**config.mk**
```make
export PLATFORM = sky130hd
export DESIGN_NAME = single_port_ram
export DESIGN_NICKNAME = d
export VERILOG_FILES = /design/src/rtl/spram_pkg.sv /design/src/rtl/spram_out_stage.sv /design/src/rtl/single_port_ram.sv
export SDC_FILE = /design/constraint.sdc
export NUM_CORES = 1
export LEC_CHECK = 0
export ABC_AREA = 1
export BUFFER_PORTS_ARGS = -buffer_cell sky130_fd_sc_hd__clkbuf_2
export CORE_MARGIN = 4
export CORE_UTILIZATION = 55
export CTS_CLUSTER_DIAMETER = 150
export DETAILED_ROUTE_END_ITERATION = 16
export PLACE_DENSITY = 0.7
export REMOVE_ABC_BUFFERS = 1
export SKIP_CTS_REPAIR_TIMING = 1
export SLEW_MARGIN = 20
export SYNTH_ARGS = -nofsm -noshare
export SYNTH_HDL_FRONTEND = slang
export SYNTH_HIERARCHICAL = 1
export SYNTH_SLANG_ARGS = --single-unit
```
**constraint.sdc**
```tcl
create_clock -name clk -period 1.02 [get_ports clk]
set_input_delay 0.102 -clock clk [delete_from_list [all_inputs] [get_ports clk]]
set_output_delay 0.102 -clock clk [all_outputs]
set_load 0.005 [all_outputs]
```
**src/rtl/spram_pkg.sv**
```systemverilog
// -----------------------------------------------------------------------------
// spram_pkg
// Shared constants for the single-port RAM slice.
//   SPRAM_DEF_ADDR_WIDTH / SPRAM_DEF_DATA_WIDTH : default geometry (16 x 8).
//   SPRAM_RD_LATENCY : read latency in clocks from the address edge to dout.
//                      This is 2 when SPRAM_OUT_REG_EN is defined, else 1.
// Configuration macro: SPRAM_OUT_REG_EN (adds a second output register).
// -----------------------------------------------------------------------------
package spram_pkg;

  localparam int SPRAM_DEF_ADDR_WIDTH = 4;
  localparam int SPRAM_DEF_DATA_WIDTH = 8;

`ifdef SPRAM_OUT_REG_EN
  localparam int SPRAM_RD_LATENCY = 2;
`else
  localparam int SPRAM_RD_LATENCY = 1;
`endif

  // Number of words for a given address width.
  function automatic int spram_depth(input int addr_width);
    return 32'sd1 << addr_width;
  endfunction

endpackage

```
**src/rtl/spram_out_stage.sv**
```systemverilog
// -----------------------------------------------------------------------------
// spram_out_stage
// One DATA_WIDTH pipeline register with an asynchronous active-low clear.
// Ports:
//   clk   : rising-edge clock
//   rst_n : asynchronous active-low clear of q
//   d     : data captured on every rising edge
//   q     : registered data
// -----------------------------------------------------------------------------
module spram_out_stage #(
  parameter int DATA_WIDTH = 8
) (
  input  logic                  clk,
  input  logic                  rst_n,
  input  logic [DATA_WIDTH-1:0] d,
  output logic [DATA_WIDTH-1:0] q
);

  // Output register: cleared immediately by reset, otherwise loads d each cycle.
  always_ff @(posedge clk or negedge rst_n) begin
    if (!rst_n) begin
      q <= '0;
    end else begin
      q <= d;
    end
  end

endmodule

```
**src/rtl/single_port_ram.sv**
```systemverilog
// -----------------------------------------------------------------------------
// single_port_ram
// Synchronous single-port RAM with a shared read/write address and read-first
// read-during-write behaviour. The storage array is never reset. Only the
// output register(s) are cleared by rst_n.
// Ports:
//   clk   : rising-edge clock
//   rst_n : asynchronous active-low reset (clears dout only)
//   we    : write enable, sampled at posedge clk
//   addr  : word address for both read and write
//   din   : write data
//   dout  : registered read data (latency spram_pkg::SPRAM_RD_LATENCY)
// Configuration macro: SPRAM_OUT_REG_EN adds a second output register, which
// makes the read latency 2 cycles.
// -----------------------------------------------------------------------------
module single_port_ram
  import spram_pkg::*;
#(
  parameter int ADDR_WIDTH = SPRAM_DEF_ADDR_WIDTH,
  parameter int DATA_WIDTH = SPRAM_DEF_DATA_WIDTH
) (
  input  logic                  clk,
  input  logic                  rst_n,
  input  logic                  we,
  input  logic [ADDR_WIDTH-1:0] addr,
  input  logic [DATA_WIDTH-1:0] din,
  output logic [DATA_WIDTH-1:0] dout
);

  localparam int DEPTH = spram_depth(ADDR_WIDTH);

  logic [DATA_WIDTH-1:0] mem [DEPTH];
  logic [DATA_WIDTH-1:0] rd_word;
  logic [DATA_WIDTH-1:0] rd_stage1;

  // Array write port. The write is gated by rst_n so that an edge seen while
  // reset is asserted leaves the array untouched. The array itself has no reset.
  always_ff @(posedge clk) begin
    if (rst_n && we) begin
      mem[addr] <= din;
    end
  end

  // The read sees the array before this edge's write lands, which gives
  // read-first behaviour once rd_word is registered by the output stage.
  assign rd_word = mem[addr];

  spram_out_stage #(
    .DATA_WIDTH (DATA_WIDTH)
  ) u_rd_stage1 (
    .clk   (clk),
    .rst_n (rst_n),
    .d     (rd_word),
    .q     (rd_stage1)
  );

`ifdef SPRAM_OUT_REG_EN
  spram_out_stage #(
    .DATA_WIDTH (DATA_WIDTH)
  ) u_rd_stage2 (
    .clk   (clk),
    .rst_n (rst_n),
    .d     (rd_stage1),
    .q     (dout)
  );
`else
  assign dout = rd_stage1;
`endif

endmodule

```
==> results of run 1 <==
-- area by class of cell --
class                      instances  area, sq um  share of cell area (%)
clock buffer                      17          414                    6.15
inverter                          24         90.1                    1.34
timing repair buffer              66          493                    7.32
tap                              133          166                    2.47
multi-input combinational        369         1400                    20.7
clock inverter                    15          129                    1.91
sequential                       136         4040                    60.1
-- through the flow --
step	area, sq um	cells	setup TNS [ns]	setup slack [ns]	util, %
final	6730	760	-0.527	-0.0712	68.2
after global placement	6170	727	-21.82	-0.237	62.6
after CTS	6720	759	-0.782	-0.106	68.1
after detailed placement	6170	727	-25.12	-0.258	62.6
after global routing	6730	760	-1.06	-0.135	68.2
after floorplan	5520	529	-56.92	-0.607	-
-- power by group --
part	total, uW	switching [uW]	leakage [uW]	internal (uW)
sequential	6230	22.1	0.00125	6210
clock	5470	2250	0.000250	3220
combinational	785	527	0.00146	258
-- Yosys cell counts, drive strengths merged --
cell type    n  area share, %
nand3        4           0.35
buf         19            2.0
edfxtp     128             68
dfrtp        8            3.5
clkbuf       2           0.13
nand2      347             23
nor2        18            1.2
inv         24            1.6
-- logic make-up after synthesis --
family | Yosys count
buf+inv | 45
flops | 136
simple gates | 369
-- metal layers --
layer	GRT usage (%)	part of all wire, %	vias up
met5	0	0	-
met4	8.82	2.2	0
met3	6.11	5.3	21
met2	36.6	50	109
met1	28.1	42	1821
li1	-	-	1885
-- flip-flops by register name, summed over array words and instances, names as in the netlist --
name	flops
mem	128
u_rd_stage1/q	8
-- layout by cell type, fill, tap and decap left out --
cell type      instances
buf_12                 4
buf_4                 39
bufinv_16              1
clkbuf_16             16
clkbuf_2              22
clkbuf_8               1
clkinv_1               1
clkinv_2               3
clkinv_4               2
clkinvlp_4             6
dfrtp_1                8
dlygate4sd3_1          1
edfxtp_1             128
inv_1                 15
inv_2                  9
inv_6                  2
nand2_1              345
nand2_2                2
nand3_1                4
nor2_1                18
-- path summary, 6_finish.rpt --
kind	startpoint	to	slack, ns	depth (start not counted)
hold reg to reg	mem[8][3]	u_rd_stage1/q[3]	0.71	8
setup reg to reg	mem[13][4]	u_rd_stage1/q[4]	0.04	8
setup / recovery	u_rd_stage1/q[6]	dout[6]	-0.07	1
hold / removal	din[3]	mem[10][3]	0.04	1
min in group asynchronous	rst_n	u_rd_stage1/q[2]	0.05	3
max in group asynchronous	rst_n	u_rd_stage1/q[7]	0.82	3
==> reports/metrics.yaml, run 1 <==
run_status: "finished, violations left"
failed_checks: "negative setup slack"
core_sq_um: 9860
hold_violations: 0
cpMaxStageDelayCell: "dfrtp_1"
synth_fa_ha_area_share_pct: 0
clockBufferDepth: 2
synth_xor_xnor_area_share_pct: 0
nets: 629
path_class: "reg2out"
vdd_drop_max_uv: 1010
syn_to_final_growth_pct: 19.3
grt_first_pass_wirelength_microns: 19000
cts.reportedPaths.clkPinSlew_ns: 0.06
grt_overflow: 0
antenna_found_initial: 0
layout_setup_ws_ns: -0.0712
drive_gt1_share_pct: 17.1
power.leakage_uw: 0.00296
viasPerCell: 5.05
fmax_mhz: 916
syn_avg_cell_area_sq_um: 10.3
io_pins: 23
antenna_cells: 0
grt_pass1_vias: 3697
start_util_pct: 57.2
crit_path_cell_trace: "clkbuf_2"
fp.dieH_microns: 109
synth_compound_area_share_pct: 0
grt_max_degree: 33
clock_latency_ns: 0.52
die_w_microns: 109
synth_top_family_by_area: "simple AND/OR/NAND/NOR gates"
worst_slew_pin_slew_ns: 0.393
maxSlewViolCount: 0
power_density_nw_per_um2: 1850
via_count: 3836
synthCells: 550
crit_arrival_ns: 0.99
relSlewSlack_pct: 73.8
globalplace.congestion: 0.862
endpoint_kind: "output pin"
drt-initial-drc-count: 251
drv_cap: 0
yosys_register_bits: 136
rows: 36
rsz0062_at_grt: "yes"
clock-root-buffer: "clkbuf_8"
cts_tree: "built"
synth.cell_area_sq_um: 5640
htree_levels: 4
dr.pass1.iters: 5
cts_num_sinks: 136
io_buffers: 22
drt-total-wl_microns: 12100
worst_setup_path_start_kind: "flip-flop"
fill_cells: 713
worst-path-buf-inv: 1
synthMuxAreaShare_pct: 0
fin_crit_ns: 1.09
synth-simple-area-share_pct: 24.6
ys_seq_area_share_pct: 71.6
grt_use_total_pct: 22.2
fin_skew_ns: 0.00498
ys.warnings.count: 6
slowest_delay_ns: 0.36
ant_nets: 0
finalPower_uw: 12500
fin_crit_sh_pct: 107
worst-path-max-fanout: 1
route.detailed.drc: 0
cts_made_buffers: 17
cp_data_required_time_ns: 0.92
place_hpwl_microns: 7840
setup_viol: 8
design.die.area_sq_um: 11900
hp-class: "in2reg"
wl_per_cell_microns: 15.9
whs_ns: 0.0446
synth.distinct_cells: 10
critPathTopFamily: "flip-flops"
Power figures use the tool's default switching activity.
==> run 2, diff against run 1 <==
Settings changed: SYNTH_HIERARCHICAL 1 to not set.
==> reports/metrics.yaml, run 2 <==
clock-root-buffer: "clkbuf_8"
critPathTopFamily: "flip-flops"
failed_checks: "negative setup slack"
fp.dieH_microns: 109
ys_seq_area_share_pct: 71.7
maxSlewViolCount: 0
layout_commonest_cell: "nand2_1"
viasPerCell: 5.12
vdd_drop_max_uv: 1260
grt_pass1_vias: 3894
endpoint_kind: "output pin"
synth.most_common_cell: "nand2_1"
htree_levels: 4
largestRegisters: "mem: 128 flops, u_rd_stage1.q: 8 flops"
cts_made_buffers: 17
run_status: "finished, violations left"
rsz0062_at_grt: "yes"
synthArstFlopShare_pct: 5.88
hold_violations: 0
synth.cell_area_sq_um: 5640
synth_top_area_share_pct: 68.1
synthFlopType: "edfxtp_1"
synthTopCellsByArea: "edfxtp_1, nand2_1, dfrtp_1"
path_class: "reg2out"
crit_path_cell_trace: "clkbuf_2"
cts.reportedPaths.clkPinSlew_ns: 0.06
fin_skew_ns: 0.00663
power_density_nw_per_um2: 1970
ys.warnings.count: 0
place_hpwl_microns: 7680
dr.pass1.iters: 5
cpMaxStageDelayCell: "dfrtp_1"
drv_cap: 0
design.die.area_sq_um: 11900
post-place-ws_ns: -0.287
drive_gt1_share_pct: 16.0
io_buffers: 22
syn_to_final_growth_pct: 20.3
synth_edf_count: 128
register_area_sq_um: 4040
grt_first_pass_wirelength_microns: 20000
stdcell_count: 753
io_pins: 23
grt_use_total_pct: 23.2
whs_ns: 0.0354
syn_avg_cell_area_sq_um: 10.3
relSlewSlack_pct: 69.7
drt-total-wl_microns: 12400
worst_setup_path_start_kind: "flip-flop"
top_register: "mem"
dp_cells: 720
antenna_found_initial: 0
fin_crit_sh_pct: 108
nets: 622
synth_common_cells: "nand2_1, edfxtp_1, inv_1"
start_util_pct: 57.2
worst_slew_pin_slew_ns: 0.455
ant_nets: 0
setup_viol: 8
largest_reg_flops: 128
power.leakage_uw: 0.00298
antenna_cells: 0
finalPower_uw: 13400
cts_num_sinks: 136
grt_overflow: 0
worst-path-buf-inv: 1
slowest_delay_ns: 0.36
multi_input_area_sq_um: 1410
cts_tree: "built"
fin_util_pct: 68.8
layout_setup_ws_ns: -0.0801
grt_max_degree: 29
route.detailed.drc: 0
rows: 36
fin_crit_ns: 1.10
crit_arrival_ns: 1.00
globalplace.congestion: 0.815
synth_top_area_cell: "edfxtp_1"
clock_latency_ns: 0.52
drt-initial-drc-count: 284
core_sq_um: 9860
die_w_microns: 109
clockBufferDepth: 2
hp-class: "in2async"
synth.distinct_cells: 11
via_count: 3857
wl_per_cell_microns: 16.5
yosys_register_bits: 136
fmax_mhz: 909
worst-path-max-fanout: 1
fill_cells: 687
synthCells: 550
cp_data_required_time_ns: 0.92
layout_common_cells: "nand2_1, edfxtp_1, buf_4, clkbuf_2, inv_1"
==> run 2: cell count changes in the layout (fill, tap and decap cells not counted), sizes merged <==
cell | before | now
buf | 43 | 36
clkbuf | 39 | 43
bufinv | 1 | 4
clkinvlp | 6 | 3
clkinv | 6 | 4
inv | 26 | 24
==> run 2: final timing paths <==
| kind | startpoint | endpoint | cells past startpoint | slack [ns] |
|---|---|---|---|---|
| min | rst_n | u_rd_stage1.q[5] | 3 | 0.04 |
| max reg2reg | mem[1][0] | u_rd_stage1.q[0] | 8 | 0.04 |
| max in group asynchronous | rst_n | u_rd_stage1.q[4] | 3 | 0.85 |
| min in group clk | din[5] | mem[2][5] | 1 | 0.09 |
| min reg2reg | mem[0][4] | u_rd_stage1.q[4] | 8 | 0.73 |
| max | u_rd_stage1.q[2] | dout[2] | 1 | -0.08 |
==> run 2: layout make-up <==
type,instances,area share (%)
Sequential cell,136,59.6
Multi-Input combinational cell,369,20.8
Timing Repair Buffer,59,6.68
Clock buffer,21,6.62
Clock inverter,11,2.51
Tap cell,133,2.45
Inverter,24,1.33
==> run 2: layer usage <==
metal	global-route usage, %	part of all wire (%)
met4	11.1	2.3
met1	28.6	40
met3	5.15	6.9
met2	38.8	51
met5	0	0
==> run 2: metrics by stage <==
step,area (sq um),TNS (ns)
global placement,6130,-27.46
CTS,6750,-0.709
detailed placement,6130,-29.12
floorplan,5520,-59.89
global route,6780,-1.25
finish,6780,-0.580
==> run 2: logic make-up (layout without fill, tap and decap cells) <==
group	Yosys count	count (layout)	share of synthesized area, %
AND/OR/NAND/NOR	369	369	24.6
buffers and inverters	45	115	3.66
flip-flops	136	136	71.7
==> run 2: power breakdown <==
group | total (uW) | internal, uW | switching [uW]
logic | 793 | 261 | 532
registers | 6230 | 6210 | 24.9
clock network | 6360 | 4100 | 2260
==> run 2: worst reg2reg max path, stage by stage (launching register included) <==
cell      delay (ns)
edfxtp_1        0.39
nand2_1         0.09
nand2_1         0.05
nand2_1         0.05
nand2_1         0.06
nand2_1         0.08
nand2_1         0.06
inv_1           0.05
nand2_1         0.05
